**config.mk**
```make
export PLATFORM = sky130hd
export DESIGN_NAME = uart_param_system
export DESIGN_NICKNAME = d
export VERILOG_FILES = /design/src/rtl/uart_param_system.sv
export SDC_FILE = /design/constraint.sdc
export NUM_CORES = 1
export LEC_CHECK = 0
export ABC_AREA = 1
export BUFFER_PORTS_ARGS = -buffer_cell sky130_fd_sc_hd__buf_2
export CAP_MARGIN = 20
export CELL_PAD_IN_SITES_DETAIL_PLACEMENT = 2
export CELL_PAD_IN_SITES_GLOBAL_PLACEMENT = 2
export CORE_UTILIZATION = 34
export DETAILED_ROUTE_END_ITERATION = 6
export GPL_ROUTABILITY_DRIVEN = 0
export PLACE_DENSITY_LB_ADDON = 0.08
export SLEW_MARGIN = 10
export SYNTH_ARGS = -nofsm -noshare
export SYNTH_HDL_FRONTEND = slang
export SYNTH_SLANG_ARGS = --single-unit
export TNS_END_PERCENT = 1
```
**constraint.sdc**
```tcl
create_clock -name clk -period 1.85 [get_ports clk]
set_input_delay 0.0925 -clock clk [delete_from_list [all_inputs] [get_ports clk]]
set_output_delay 0.0925 -clock clk [all_outputs]
set_load 0.03 [all_outputs]
```
**src/rtl/uart_param_system.sv**
```systemverilog
// uart_param_system: parameterised UART transmitter and receiver with a show-ahead RX FIFO.
module uart_param_system #(
  parameter int CLK_FREQ      = 50_000_000,
  parameter int BAUD_RATE     = 19200,
  parameter int DATA_WIDTH    = 8,
  parameter int PARITY        = 0,
  parameter int STOP_BITS     = 1,
  parameter int RX_FIFO_DEPTH = 4
) (
  input  logic                  clk,
  input  logic                  rstN,
  input  logic                  txByteStart,
  input  logic [DATA_WIDTH-1:0] byteForTx,
  output logic                  tx,
  output logic                  tx_ready,
  input  logic                  rx,
  input  logic                  rxByteRead,
  output logic [DATA_WIDTH-1:0] byteFromRx,
  output logic                  rx_new_byte_indicate,
  output logic                  rx_ready,
  output logic                  rx_frame_err,
  output logic                  rx_parity_err,
  output logic                  rx_overrun
);
  localparam int DIV = CLK_FREQ / BAUD_RATE;
  localparam int CW = $clog2(DIV + 1);
  localparam int AW = $clog2(RX_FIFO_DEPTH);
  localparam int EW = DATA_WIDTH + 2;
  localparam logic [CW-1:0] bitEnd = CW'(DIV - 1);
  localparam logic [CW-1:0] halfEnd = CW'(DIV / 2 - 1);
  localparam logic [3:0] lastData = 4'(DATA_WIDTH - 1);
  localparam logic [3:0] lastStop = 4'(STOP_BITS - 1);
  localparam logic [2:0] IDLE = 3'd0, START = 3'd1, DATA = 3'd2, PAR = 3'd3, STOP = 3'd4, WAIT_IDLE = 3'd5;

  function automatic logic parBit(input logic [DATA_WIDTH-1:0] d);
    return PARITY == 1 ? ~^d : ^d;
  endfunction

  logic [2:0] txState;
  logic [CW-1:0] txCnt;
  logic [3:0] txIdx;
  logic [DATA_WIDTH-1:0] txShift;
  logic txPar;

  always_ff @(posedge clk or negedge rstN) begin
    if (!rstN) begin
      txState <= IDLE;
      txCnt <= '0;
      txIdx <= '0;
      txShift <= '0;
      txPar <= 1'b0;
    end else if (txState == IDLE) begin
      txCnt <= '0;
      txIdx <= '0;
      if (txByteStart) begin
        txShift <= byteForTx;
        txPar <= parBit(byteForTx);
        txState <= START;
      end
    end else if (txCnt != bitEnd) begin
      txCnt <= txCnt + 1'b1;
    end else begin
      txCnt <= '0;
      case (txState)
        START: txState <= DATA;
        DATA: begin
          txShift <= txShift >> 1;
          txIdx <= txIdx == lastData ? 4'd0 : txIdx + 1'b1;
          if (txIdx == lastData) txState <= PARITY != 0 ? PAR : STOP;
        end
        PAR: txState <= STOP;
        default: begin
          txIdx <= txIdx == lastStop ? 4'd0 : txIdx + 1'b1;
          if (txIdx == lastStop) txState <= IDLE;
        end
      endcase
    end
  end

  assign tx = txState == START ? 1'b0 : txState == DATA ? txShift[0] : txState == PAR ? txPar : 1'b1;
  assign tx_ready = txState == IDLE;

  logic rxS1, rxS2, rxPrev;
  logic [2:0] rxState;
  logic [CW-1:0] rxCnt;
  logic [3:0] rxIdx;
  logic [DATA_WIDTH-1:0] rxShift;
  logic rxParErr, rxFrmErr;
  logic rxSample, frmNext, push;

  assign rxSample = rxCnt == (rxState == START ? halfEnd : bitEnd);
  assign frmNext = rxFrmErr | ~rxS2;
  assign push = rxState == STOP && rxSample && rxIdx == lastStop;

  always_ff @(posedge clk or negedge rstN) begin
    if (!rstN) begin
      {rxS1, rxS2, rxPrev} <= 3'b111;
      rxState <= IDLE;
      rxCnt <= '0;
      rxIdx <= '0;
      rxShift <= '0;
      rxParErr <= 1'b0;
      rxFrmErr <= 1'b0;
    end else begin
      {rxS1, rxS2, rxPrev} <= {rx, rxS1, rxS2};
      case (rxState)
        IDLE: begin
          rxCnt <= '0;
          rxIdx <= '0;
          rxParErr <= 1'b0;
          rxFrmErr <= 1'b0;
          if (rxPrev && !rxS2) rxState <= START;
        end
        WAIT_IDLE: if (rxS2) rxState <= IDLE;
        default:
          if (!rxSample) rxCnt <= rxCnt + 1'b1;
          else begin
            rxCnt <= '0;
            case (rxState)
              START: rxState <= rxS2 ? IDLE : DATA;
              DATA: begin
                rxShift <= {rxS2, rxShift[DATA_WIDTH-1:1]};
                rxIdx <= rxIdx == lastData ? 4'd0 : rxIdx + 1'b1;
                if (rxIdx == lastData) rxState <= PARITY != 0 ? PAR : STOP;
              end
              PAR: begin
                rxParErr <= rxS2 != parBit(rxShift);
                rxState <= STOP;
              end
              default: begin
                rxFrmErr <= frmNext;
                rxIdx <= rxIdx == lastStop ? 4'd0 : rxIdx + 1'b1;
                if (rxIdx == lastStop) rxState <= frmNext ? WAIT_IDLE : IDLE;
              end
            endcase
          end
      endcase
    end
  end

  assign rx_ready = rxState == IDLE;

  logic [EW-1:0] mem [RX_FIFO_DEPTH];
  logic [AW:0] wrPtr, rdPtr;
  logic empty, full, pop, wr;
  logic [EW-1:0] head;

  assign empty = wrPtr == rdPtr;
  assign full = wrPtr == {~rdPtr[AW], rdPtr[AW-1:0]};
  assign pop = rxByteRead && !empty;
  assign wr = push && (!full || pop);

  always_ff @(posedge clk or negedge rstN) begin
    if (!rstN) begin
      wrPtr <= '0;
      rdPtr <= '0;
      rx_overrun <= 1'b0;
    end else begin
      if (wr) wrPtr <= wrPtr + 1'b1;
      if (pop) rdPtr <= rdPtr + 1'b1;
      if (pop) rx_overrun <= 1'b0;
      else if (push && full) rx_overrun <= 1'b1;
    end
  end

  always_ff @(posedge clk) if (wr) mem[wrPtr[AW-1:0]] <= {rxParErr, frmNext, rxShift};

  assign head = empty ? '0 : mem[rdPtr[AW-1:0]];
  assign {rx_parity_err, rx_frame_err, byteFromRx} = head;
  assign rx_new_byte_indicate = !empty;
endmodule
```
# Yosys cells after proc, flatten, opt, wreduce, memory -nomap -nowiden
# Memory sizes are Yosys's and may differ from the RTL's.
# Index checks and enable logic that the tools add are counted.
# Widths: inputs -> output; s select.
# totals
regBits,67
out_inout_bits,15
input_bits,13
wordCells,137
n_memories,1
mem_bits_rw,40
# mem_list
name,words,word_bits,read_ports,rd_clocked_by_memory_dff,wr,line,source
mem,4,10,1,0,1,143,logic [EW-1:0] mem [RX_FIFO_DEPTH];
# op_classes
reduce_logical,36
n_mux,48
n_addsub,6
bitwise_logic,5
n_eq_ne,24
# ops
operator,count
$mux 12,4
$mux 3,11
$mux 8,4
$mux 4,7
$add 12x1->12 const B,2
$pmux 12 s2,1
$pmux 4 s2,3
$pmux 3 s3,2
$reduce_xor 8->1,2
$reduce_and 3->1,5
$eq 12x12->1,1
$eq 3x2->1 const B,4
$ne 12x12->1 const B,1
$mux 1,11
$mux 10,1
$add 4x1->4 const B,2
$eq 4x3->1 const B,2
$logic_not 4->1,2
$ne 2x1->1 const B,4
$reduce_bool 2->1,4
$add 3x1->3 const B,2
$eq 3x1->1 const B,2
$eq 3x3->1,2
$eq 3x3->1 const B,2
21 further kinds,38

# Depth between registers and ports, before layout
# Gate-level depths: netlist of the first run.
# depth
ltp_word,8
depth_mapped,11
ltp_nobuf,11

# Worst setup path before layout of the first run
# OpenSTA, ideal clock, no wires.
# synth_path
path_kind,flip-flop to flip-flop
from,register rxState[2]
to,"memory mem[0][0] (netlist name), enable pin"
n_path_buf,0
setup_ns,0.376
slack_ns,-0.114
arrival_time_ns,1.588
period_less_slack_ns,1.964
stages_incl_launch_ff,10
required_ns,1.474
path_cell_list,dfrtp_1 -> inv_2 -> nand3_2 -> inv_1 -> nand2_1 -> nand2_2 -> nand3_4 -> nor2_4 -> nand2_2 -> nor2_1
# synth_between
elab_chain_cells,8
elab_cells_between_ends,9
cone_classes,3 x eq/ne; 3 x mux; 3 x reduce/logical
# synth_lines
element,line,source
start: declaration,84,logic [2:0] rxState;
start signal: assignment,120,START: rxState <= rxS2 ? IDLE : DATA;
start signal: assignment,124,if (rxIdx == lastData) rxState <= PARITY != 0 ? PAR : STOP;
start signal: assignment,133,if (rxIdx == lastStop) rxState <= frmNext ? WAIT_IDLE : IDLE;
$eq 3x1->1,91,assign rxSample = rxCnt == (rxState == START ? halfEnd : bitEnd);
$mux 12,91,
$eq 12x12->1,91,
$logic_and 1x1->1 (*) (2 in series),93,assign push = rxState == STOP && rxSample && rxIdx == lastStop;
$logic_and 1x1->1 (*),151,assign wr = push && (!full || pop);
$mux 1 (*),166,"always_ff @(posedge clk) if (wr) mem[wrPtr[AW-1:0]] <= {rxParErr, frmNext, rxShift};"
$mux 1 (implied by the code) (*),166,
end: declaration,143,
# Every way passes the cells marked *; elsewhere a longest branch is shown, timed or not.

# Final worst setup path of the first run
# layout_path
from,register rxIdx[0]
to,"memory mem[2][7] (netlist name), enable pin"
# layout_between
elab_chain_cells,5
# layout_lines
element,line,source
start: declaration,86,logic [3:0] rxIdx;
start signal: assignment,123,rxIdx <= rxIdx == lastData ? 4'd0 : rxIdx + 1'b1;
start signal: assignment,132,rxIdx <= rxIdx == lastStop ? 4'd0 : rxIdx + 1'b1;
$logic_not 4->1,93,
$logic_and 1x1->1,93,
$logic_and 1x1->1,151,
$mux 1,166,
$mux 1 (implied by the code),166,
# No other way between the ends.

==> key figures, run 1 <==
Die
  • I/O Pins: 28
  • Core area: 15300 sq um
  • Chip Width: 128 microns
  • Chip height: 128 microns
  • Die ar.: 16300 sq um
  • Initial core utilization: 35.0%
  • Rows: 45

Detailed routing
  • Total Wirelength: 14200 microns
  • Average wire per standard cell: 16.2 microns
  • DR iter-0 viols: 150
  • Post-route ant nets: 0
  • Pre-antenna DRT Iters: 4
  • DRC errors left: 0
  • DR vias/cell: 4.86
  • Vias: 4288

CTS
  • Clock-pin slew on the worst setup and hold paths: 0.07 ns
  • Sink Count: 107
  • Latest clock arrival within the worst-skew pair: 0.36 ns
  • CTS Buf Count: 9
  • Max clock buf depth: 2
  • Root Driver: clkbuf_16
  • CTS tree: built
  • CTS H-tree lvls: 3

Cells and area
  • Share of cells above drive strength 1: 19.4%
  • Ant diodes: 0
  • Most frequent cells in the layout: 154 x nand2_1, 66 x inv_1, 57 x dfrtp_1, 50 x nor2_1, 40 x edfxtp_1
  • Area Growth Syn to Fin: 18.9%
  • Final Util: 41.6%
  • Non-filler instance count after layout: 882
  • Commonest non-fill, non-tap cell in the layout: nand2_1
  • Final #Nets: 690

Logic synthesis
  • Syn avg cell area: 8.82 sq um
  • Post-synthesis register bit count: 107
  • Cell variety after synth: 38
  • Post-Syn Nets: 632
  • Sequential-to-total area share from yosys stat: 53.7%
  • Mapped cell area: 5360 sq um
  • Synth warnings: 0
  • Mapped Cells: 608

Timing
  • Fmax achieved: 554 MHz
  • Worst Tran Pin Value: 0.386 ns
  • Final setup vio count: 0
  • Fin crit share: 97.6%
  • Slew Viols, Final: 0
  • Slew margin rel.: 74.3%
  • Min cycle time layout: 1.81 ns
  • Hold Fails Final Rpt: 0
  • RSZ-0062 raised after global routing: true
  • Worst hold slack: 0.0805 ns
  • Layout Skew: 0.00764 ns
  • PnR worst setup slack: 0.0442 ns

Power and ir drop
  • Pwr Total: 9.07 mW
  • Worst-case vdd ir drop: 0.000585 V
  • PwrDens: 1420 nW/um^2
  • Static leakage: 2.88 nW

Setup path
  • Worst R2R Path Depth: 9
  • Worst EP arrival: 1.88 ns
  • Startpoint types: flop
  • R2R Path End: mem[2][7]$_DFFE_PP_
  • Reg-to-Reg Start: rxIdx[0]$_DFFE_PN0P_
  • Crit end category: flop
  • Critical Path RT: 1.92 ns
  • Crit path kind: flop to flop
  • Max Fanout on Critical Path: 5
  • Reg2Reg Setup Slack: 0.04 ns

Placement
  • HPWL Detailed: 10000 microns
  • Number of port buffers: 27
  • Placed Cells: 852
  • Pre-CTS WS: -0.0199 ns

Global routing
  • Pin count of the biggest net entering global routing: 68
  • Initial antenna violation count: 0
  • Global-route wire length before repair: 23600 microns
  • Total GRT Usage: 18.6%
  • Vias in the first global route: 4752
  • GRT overflow: 0

Worst hold path
  • Min-Delay Endpoint: rdPtr[0]$_DFFE_PN0P_
  • Hold-critical path depth: 3
  • HP Start: rxByteRead
  • Worst hold path type: input port to flop

Run status
  • Outcome: completed

Run
  • Max-cap violations: 0
-- repair_timing --
| action | in CTS | in global routing |
|---|---|---|
| gates cloned | 0 | 3 |
| endpoints found under the setup margin | 40 | 54 |
| pin swaps | 1 | 5 |
| buffers inserted | 0 | 8 |
| hold buffers | 3 | 0 |
| hold endpoints to repair | 66 | 0 |
| resized for setup | 6 | 45 |
-- registers in the layout (all words and copies together), names as in the netlist --
signal,cells
mem,40
rdPtr,3
rxCnt,12
rxFrmErr,1
rxIdx,4
rxParErr,1
rxPrev,1
rxS1,1
rxS2,1
rxShift,8
rxState,3
rx_overrun,1
txCnt,12
txIdx,4
txPar,1
txShift,8
txState,3
wrPtr,3
-- synth_stat cells --
master / instances / area, sq um
nand2_1: 157 / 589
inv_1: 72 / 270
dfrtp_1: 64 / 1600
nor2_1: 55 / 206
edfxtp_1: 40 / 1200
o21ai_0: 33 / 165
nand3_1: 28 / 140
o21ai_1: 16 / 80.1
o22ai_1: 14 / 87.6
xor2_1: 14 / 123
nand4_1: 13 / 81.3
a21oi_1: 12 / 60.1
ha_1: 11 / 138
xnor2_1: 11 / 96.3
nand2_2: 9 / 56.3
nor3_1: 9 / 45.0
clkbuf_1: 7 / 26.3
buf_4: 5 / 37.5
buf_2: 3 / 15.0
dfstp_2: 3 / 78.8
inv_2: 3 / 11.3
nor2_2: 3 / 18.8
o21bai_1: 3 / 22.5
a21oi_2: 2 / 17.5
a31oi_1: 2 / 12.5
nand3_2: 2 / 20.0
nand3b_1: 2 / 15.0
nor3_2: 2 / 20.0
nor4_1: 2 / 12.5
o211ai_1: 2 / 15.0
or2_2: 2 / 12.5
nand2_4: 1 / 11.3
nand2b_1: 1 / 6.26
nand3_4: 1 / 17.5
nand4_2: 1 / 12.5
nor2_4: 1 / 11.3
nor2_8: 1 / 20.0
o2111ai_1: 1 / 8.76
-- routing by layer --
| layer | share of wire [%] | vias up | global-route usage [%] |
|---|---|---|---|
| li1 | - | 2099 | - |
| met1 | 46 | 2148 | 23.6 |
| met2 | 51 | 33 | 32.5 |
| met3 | 2.2 | 8 | 3.94 |
| met4 | 0.96 | 0 | 4.29 |
| met5 | 0 | - | 0 |
-- worst max-delay path, cell delays in order (launching register included) --
cell     delay [ns]
dfrtp_1        0.41
inv_1          0.09
ha_1           0.16
nand2_1        0.09
inv_2          0.07
nand3_2        0.08
nor2_4         0.19
nand2_4        0.12
nor2_4         0.17
buf_6          0.15
-- worst max path at each step --
stage / start / to / depth (start not counted) / slack [ns]
2_1_floorplan: rxState[2]$_DFFE_PN0P_ / mem[0][0]$_DFFE_PP_ / 9 / -0.11
3_3_place_gp: rxIdx[0]$_DFFE_PN0P_ / mem[2][5]$_DFFE_PP_ / 9 / 0.08
3_5_place_dp: rxIdx[0]$_DFFE_PN0P_ / mem[2][4]$_DFFE_PP_ / 9 / -0.02
6_report: rxIdx[0]$_DFFE_PN0P_ / mem[2][7]$_DFFE_PP_ / 9 / 0.04
4_1_cts: rxState[1]$_DFFE_PN0P_ / mem[2][7]$_DFFE_PP_ / 10 / -0.02
5_1_grt: rxState[1]$_DFFE_PN0P_ / mem[2][7]$_DFFE_PP_ / 10 / -0.05
-- power breakdown --
part	internal (mW)	switching (mW)
clock	0.930	0.912
sequential	2.81	0.379
combinational	1.36	2.67
-- cell families after synthesis --
| family | count (synthesis) | synth area share, % |
|---|---|---|
| adder cells (fa/ha/maj) | 11 | 2.57 |
| AO/OA/AOI/OAI | 85 | 8.75 |
| XOR/XNOR | 25 | 4.08 |
| buffers and inverters | 90 | 6.72 |
| AND/OR/NAND/NOR | 290 | 24.2 |
| flip-flops | 107 | 53.7 |
-- cell type report --
class                      count  area (sq um)
fill                        1728          8940
sequential                   107          2890
multi-input combinational    411          2190
timing repair buffer          62           470
inverter                      75           284
tap                          211           264
clock buffer                  10           229
clock inverter                 6          47.5
-- through the flow --
step / setup TNS [ns] / instance area [sq um]
6_report: 0 / 6380
3_3_place_gp: 0 / 5870
4_1_cts: -0.179 / 6190
2_1_floorplan: -3.42 / 5360
5_1_grt: -0.935 / 6380
3_5_place_dp: -0.196 / 5870
No activity file was read; power rests on OpenSTA's default activity.
==> inputs of run 2 (changes only) <==
- BUFFER_PORTS_ARGS: -buffer_cell sky130_fd_sc_hd__buf_2 -> default
- CORE_UTILIZATION: 34 -> 43
- DONT_BUFFER_PORTS: default -> 1
- clock period: 1.85 -> 2.15 ns (I/O delays scaled with it)
==> run 2 against run 1 <==
Net effect: fmax down 12%; clock skew is 0.0014 ns higher; core utilization grew 8.2 points; wire length grew 7.1%; clock power down 8%; cell count is 9.4% lower; combinational power decreased by 22%; sequential cell count did not move; worst hold slack worse by 0.070 ns; via count down 0.70%.
==> key figures, run 2 (synthesis gave the netlist of run 1 again) <==
Detailed routing
  • Total Wirelength: 15300 microns (+7.1%)
  • DRC errors left: 0 (unchanged)
  • DR vias/cell: 5.33 (+9.6%)
  • DR iter-0 viols: 197 (+31%)
  • Post-route ant nets: 0 (unchanged)
  • Average wire per standard cell: 19.1 microns (+18%)
  • Vias: 4258 (-0.70%)
  • Pre-antenna DRT Iters: 4 (unchanged)

Global routing
  • M3 GR Usage: 3.08% (-0.85 points)
  • Routing usage on met2: 43.0% (+10 points)
  • Total GRT Usage: 24.5% (+5.9 points)
  • GRT overflow: 0 (unchanged)
  • Initial antenna violation count: 0 (unchanged)
  • Met1 Track Usage GR: 31.9% (+8.3 points)
  • GR peak layer: met2
  • Global-route wire length before repair: 24300 microns (+3.1%)
  • Vias in the first global route: 4677 (-1.6%)
  • Pin count of the biggest net entering global routing: 68 (unchanged)

Cells and area
  • Share of cells above drive strength 1: 10.5% (-8.9 points)
  • Most frequent cells in the layout: 157 x nand2_1, 71 x inv_1, 64 x dfrtp_1, 53 x nor2_1, 40 x edfxtp_1
  • Commonest non-fill, non-tap cell in the layout: nand2_1
  • Non-filler instance count after layout: 799 (-9.4%)
  • Fill cells: 1294 (-25%)
  • Area Growth Syn to Fin: 12.0%
  • Final #Nets: 650 (-5.8%)
  • Multi-input gate area: 2130 sq um (-3.0%)
  • Ant diodes: 0 (unchanged)
  • Final Util: 49.8% (+8.2 points)
  • Largest register FFs: 40 (unchanged)
  • Register area: 2880 sq um (-0.30%)

Power and ir drop
  • Worst-case vdd ir drop: 0.000477 V (-19%)
  • PwrDens: 1260 nW/um^2 (-11%)
  • Pwr Total: 7.57 mW (-17%)
  • Static leakage: 2.68 nW (-7.0%)

Timing
  • Fin crit share: 96.0% (-1.7 points)
  • Final setup vio count: 0 (unchanged)
  • Slew Viols, Final: 0 (unchanged)
  • Worst hold slack: 0.00996 ns (-0.0705 ns)
  • Min cycle time layout: 2.06 ns (+0.257 ns)
  • Slew margin rel.: 68.3% (-6.0 points)
  • Hold Fails Final Rpt: 0 (unchanged)
  • Layout Skew: 0.00907 ns (+0.00142 ns)
  • Worst Tran Pin Value: 0.475 ns (+0.0889 ns)
  • Fmax achieved: 485 MHz (-12%)
  • PnR worst setup slack: 0.0870 ns (+0.0428 ns)

Setup path
  • Reg2Reg Setup Slack: 0.09 ns (+0.04 ns)
  • Crit path kind: flop to flop
  • Worst EP arrival: 2.12 ns (+0.24 ns)
  • Max Fanout on Critical Path: 10 (+5)
  • Worst R2R Path Depth: 10 (+1)
  • Critical Path RT: 2.21 ns (+0.29 ns)
  • Crit end category: flop
  • Startpoint types: flop

CTS
  • CTS Buf Count: 9 (unchanged)
  • Sink Count: 107 (unchanged)
  • CTS H-tree lvls: 3 (unchanged)
  • CTS tree: built
  • Root Driver: clkbuf_16
  • Latest clock arrival within the worst-skew pair: 0.35 ns (about the same)
  • Max clock buf depth: 2 (unchanged)
  • Clock-pin slew on the worst setup and hold paths: 0.07 ns (about the same)

Worst hold path
  • Hold-critical path depth: 4 (+1)
  • Worst hold path type: input port to flop

Die
  • Chip Width: 114 microns (-11%)
  • Core area: 12100 sq um (-21%)
  • Initial core utilization: 44.5% (+9.4 points)
  • I/O Pins: 28 (unchanged)
  • Chip height: 114 microns (-11%)
  • Rows: 40 (-11%)
  • Die ar.: 12900 sq um (-21%)

Placement
  • Placed Cells: 773 (-9.3%)
  • Number of port buffers: 0 (-100%)
  • Pre-CTS WS: 0.0395 ns (+0.0594 ns)
  • HPWL Detailed: 10100 microns (+0.93%)

Run
  • Max-cap violations: 0 (unchanged)

Run status
  • Outcome: completed
[run 2: cell count changes in the layout (fill, tap and decap cells not counted), sizes merged, moves of 2 or more]
cell and change:
buf -39, clkinvlp +3, dlygate4sd3 +2, inv -3, clkbuf -3
[run 2: final timing paths]
check | start | endpoint
setup / recovery | rxState[1]$_DFFE_PN0P_ | mem[1][2]$_DFFE_PP_
hold / removal | byteForTx[4] | txShift[4]$_DFFE_PN0P_
setup reg to reg | rxState[1]$_DFFE_PN0P_ | mem[1][2]$_DFFE_PP_
hold reg to reg | rxS1$_DFF_PN1_ | rxS2$_DFF_PN1_
max in group asynchronous | rstN | rxPrev$_DFF_PN1_
min in group asynchronous | rstN | rdPtr[1]$_DFFE_PN0P_
[run 2: final cells by class]
cell class	instances	share of cell area (%)
clock inverter	6	1.08
clock buffer	10	3.81
tap	168	3.50
timing repair buffer	22	3.48
inverter	75	4.75
multi-input combinational	411	35.4
sequential	107	48.0
[run 2: layer usage]
metal	up-vias	routed length, microns
met5	-	0
met2	53	7880
met3	17	284
met4	0	211
met1	2172	6890
li1	2016	-
[run 2: critical path, cell delays in order, from the launching register on]
cell and delay [ns]:
dfrtp_1 0.44, inv_2 0.13, nand3_2 0.08, inv_1 0.10
nand2_1 0.07, nand2_2 0.10, nand3_4 0.13, nor2_4 0.24
nand2_2 0.14, nor2_1 0.15, buf_6 0.18
[run 2: timing repair]
item / 4_1_cts / 5_1_grt
endpoints found under the setup margin: 0 / 40
setup buffers: 0 / 4
hold buffers: 6 / 0
gates resized for setup: 0 / 6
endpoints found under the hold margin: 71 / 0
[run 2: through the flow]
stage	TNS, ns	cell area [sq um]
2_1_floorplan	0	5360
3_5_place_dp	0	5590
6_report	0	6010
3_3_place_gp	0	5590
4_1_cts	0	5960
5_1_grt	-0.975	6010
[run 2: power by group]
part           leakage, nW  switching (mW)  internal (mW)
combinational         1.25            2.26          0.867
clock                0.139           0.779          0.906
sequential            1.28           0.342           2.41
total                 2.68            3.38           4.18
==> inputs of run 3 (changes only) <==
- ABC_AREA: 1 -> 0
- CORE_UTILIZATION: 43 -> 47
==> run 3 against run 2 <==
Net effect: the flow now finishes with violations (negative setup slack); sequential share of layout area fell by 2.7 points; power fell by 36%; critical path depth fell by 3; core utilization rose by 8.6 points; cell count fell by 16%; non-clock buffer count rose by 50; clock skew rose by 0.0071 ns; highest routed layer unchanged.
==> key figures, run 3 <==
Detailed routing
  • Post-route ant nets: 0 (unchanged)
  • Pre-antenna DRT Iters: 5 (+1)
  • DR vias/cell: 6.33 (+19%)
  • Total Wirelength: 20500 microns (+35%)
  • Vias: 4272 (+0.33%)
  • DR iter-0 viols: 310 (+57%)
  • Average wire per standard cell: 30.4 microns (+59%)
  • DRC errors left: 0 (unchanged)

Global routing
  • GRT overflow: 0 (unchanged)
  • Pin count of the biggest net entering global routing: 68 (unchanged)
  • Total GRT Usage: 36.6% (+12 points)
  • Vias in the first global route: 4887 (+4.5%)
  • Initial antenna violation count: 0 (unchanged)
  • Global-route wire length before repair: 29700 microns (+22%)

Setup path
  • Max Fanout on Critical Path: 4 (-6)
  • CP dominant cell by count: buf_4
  • Crit-path leading delay family: simple AND/OR/NAND/NOR gates
  • Crit end category: flop
  • CP bufs+invs: 2 (-1)
  • Worst EP arrival: 2.81 ns (+0.69 ns)
  • Crit path kind: flop to flop
  • Peak per-stage delay on the critical path: 0.92 ns (+0.48 ns)
  • CP cell instances: xnor2_1 > nor4_1 > a2111oi_4 > buf_4 > buf_4 > nand2_1 > o21ai_1
  • Slowest stage cell, crit path: nor4_1
  • Startpoint types: flop
  • Critical Path RT: 2.44 ns (+0.23 ns)

Logic synthesis
  • Synth top area share: 30.4% (+0.57 points)
  • Mapped cell area: 5260 sq um (-1.9%)
  • Synth area leader: dfrtp_1
  • Post-synth EDFFs: 40 (unchanged)
  • Cell variety after synth: 63 (+66%)
  • Dominant cells by area after synthesis: dfrtp_1 30%, edfxtp_1 23%, mux4_2 4.3%, nand2_1 3.8%, mux2_2 3.6%
  • Mapped Cells: 457 (-25%)
  • Synth warnings: 0 (unchanged)
  • Syn avg cell area: 11.5 sq um (+31%)
  • Top_reg_cell synth: dfrtp_1
  • Post-synthesis register bit count: 107 (unchanged)
  • Sequential-to-total area share from yosys stat: 54.7% (+1.0 points)
  • Synth cell count leaders: 64 x dfrtp_1, 53 x nand2_1, 40 x edfxtp_1
  • Most numerous cell in the Yosys netlist: dfrtp_1
  • Post-Syn Nets: 481 (-24%)
  • Async SR Flop Fraction: 62.6% (unchanged)

Timing
  • Slew margin rel.: 30.5% (-38 points)
  • PnR worst setup slack: -0.367 ns (-0.455 ns)
  • Min cycle time layout: 2.52 ns (+0.455 ns)
  • RSZ-0062 raised after global routing: true
  • Slew Viols, Final: 0 (unchanged)
  • Final setup vio count: 79 (+79)
  • Fin crit share: 117% (+21 points)
  • Hold Fails Final Rpt: 0 (unchanged)
  • Worst Tran Pin Value: 1.03 ns (+0.558 ns)
  • Layout Skew: 0.0162 ns (+0.00715 ns)
  • Fmax achieved: 397 MHz (-18%)

Power and ir drop
  • Static leakage: 2.72 nW (+1.5%)
  • Worst-case vdd ir drop: 0.000533 V (+12%)
  • Pwr Total: 4.82 mW (-36%)
  • PwrDens: 758 nW/um^2 (-40%)

Cells and area
  • Most frequent cells in the layout: 64 x dfrtp_1, 54 x buf_4, 51 x nand2_1, 40 x edfxtp_1, 32 x nor2_1
  • Final Util: 58.4% (+8.6 points)
  • Final #Nets: 554 (-15%)
  • Largest register FFs: 40 (unchanged)
  • Commonest non-fill, non-tap cell in the layout: dfrtp_1
  • Share of cells above drive strength 1: 26.9% (+16 points)
  • Area Growth Syn to Fin: 20.8%
  • Ant diodes: 0 (unchanged)

Die
  • Die ar.: 11600 sq um (-10%)
  • I/O Pins: 28 (unchanged)
  • Chip Width: 108 microns (-5.2%)
  • Chip height: 108 microns (-5.2%)
  • Initial core utilization: 48.3% (+3.9 points)
  • Core area: 10900 sq um (-9.7%)
  • Rows: 38 (-5.0%)

CTS
  • Max clock buf depth: 2 (unchanged)
  • Clock-pin slew on the worst setup and hold paths: 0.10 ns (+0.03 ns)
  • CTS Buf Count: 9 (unchanged)
  • CTS tree: built
  • Latest clock arrival within the worst-skew pair: 0.42 ns (+0.07 ns)
  • Sink Count: 107 (unchanged)
  • CTS H-tree lvls: 3 (unchanged)
  • Root Driver: clkbuf_8

Run status
  • Outcome: finished, violations left
  • Failing checks: negative setup slack

Placement
  • Pre-CTS WS: -0.358 ns (-0.398 ns)
  • Number of port buffers: 0 (unchanged)
  • HPWL Detailed: 12000 microns (+19%)

Run
  • Max-cap violations: 0 (unchanged)

Worst hold path
  • Worst hold path type: input port to flop
[run 3: power by group]
| group | switching [mW] | internal [mW] | total [mW] |
|---|---|---|---|
| registers | 0.0950 | 2.20 | 2.29 |
| logic | 0.702 | 0.425 | 1.13 |
| clock network | 0.755 | 0.647 | 1.40 |
| total | 1.55 | 3.27 | 4.82 |
[run 3: path summary, 6_finish.rpt]
check                                    endpoint  depth (start not counted)                 start  slack (ns)
min reg2reg                        rxS2$_DFF_PN1_                          0        rxS1$_DFF_PN1_        0.37
min                        txShift[6]$_DFFE_PN0P_                          3          byteForTx[6]        0.02
max reg2reg                  wrPtr[1]$_DFFE_PN0P_                          7  wrPtr[2]$_DFFE_PN0P_       -0.37
max in group asynchronous          rxS1$_DFF_PN1_                          2                  rstN        1.49
max                          wrPtr[1]$_DFFE_PN0P_                          7  wrPtr[2]$_DFFE_PN0P_       -0.37
min in group asynchronous    wrPtr[2]$_DFFE_PN0P_                          2                  rstN        0.29
[run 3: worst reg2reg max path: stages (launching register included)]
cell and delay (ns):
dfrtp_1 0.47, xnor2_1 0.27, nor4_1 0.92, a2111oi_4 0.10
buf_4 0.22, buf_4 0.16, nand2_1 0.14, o21ai_1 0.11
[run 3: kinds of logic (layout without fill, tap and decap cells)]
group	after synthesis	count (layout)	share of synthesized area [%]
compound gates	68	68	9.06
xor+xnor	32	32	5.73
fa+ha+maj	11	11	2.61
buf+inv	36	110	2.59
flops	107	107	54.7
mux	30	30	8.49
simple gates	173	177	16.8
[run 3: through the flow]
stage | hold slack, ns | TNS [ns] | cells | area [sq um]
2_1_floorplan | -0.188 | -9.30 | 457 | 5280
3_3_place_gp | -0.184 | -10.71 | 641 | 5850
3_5_place_dp | -0.182 | -20.18 | 641 | 5850
4_1_cts | 0.0368 | -17.73 | 674 | 6300
5_1_grt | 0.0255 | -33.45 | 675 | 6360
6_report | 0.0176 | -17.91 | 675 | 6360
[run 3: layout make-up]
type	instances	area, sq um
clock buffers	10	128
clock inverters	6	80.1
fillers	986	4530
inverters	22	82.6
multi-input cells	318	2390
flip-flops and latches	107	2880
well taps	140	175
repair buffers	72	619
[run 3: repair_timing]
action	in CTS	in global routing
setup endpoints to repair	79	87
pin swaps	6	2
gates resized for setup	21	15
hold buffers	12	0
hold endpoints to repair	80	0
gates cloned	4	1
buffers inserted	1	0
[run 3: per-layer routing]
| layer | track usage (%) | vias to the layer above | part of all wire [%] |
|---|---|---|---|
| li1 | - | 1795 | - |
| met1 | 38.6 | 2203 | 35 |
| met2 | 66.6 | 191 | 53 |
| met3 | 8.23 | 83 | 5.1 |
| met4 | 20.8 | 0 | 6.1 |
| met5 | 0 | - | 0 |
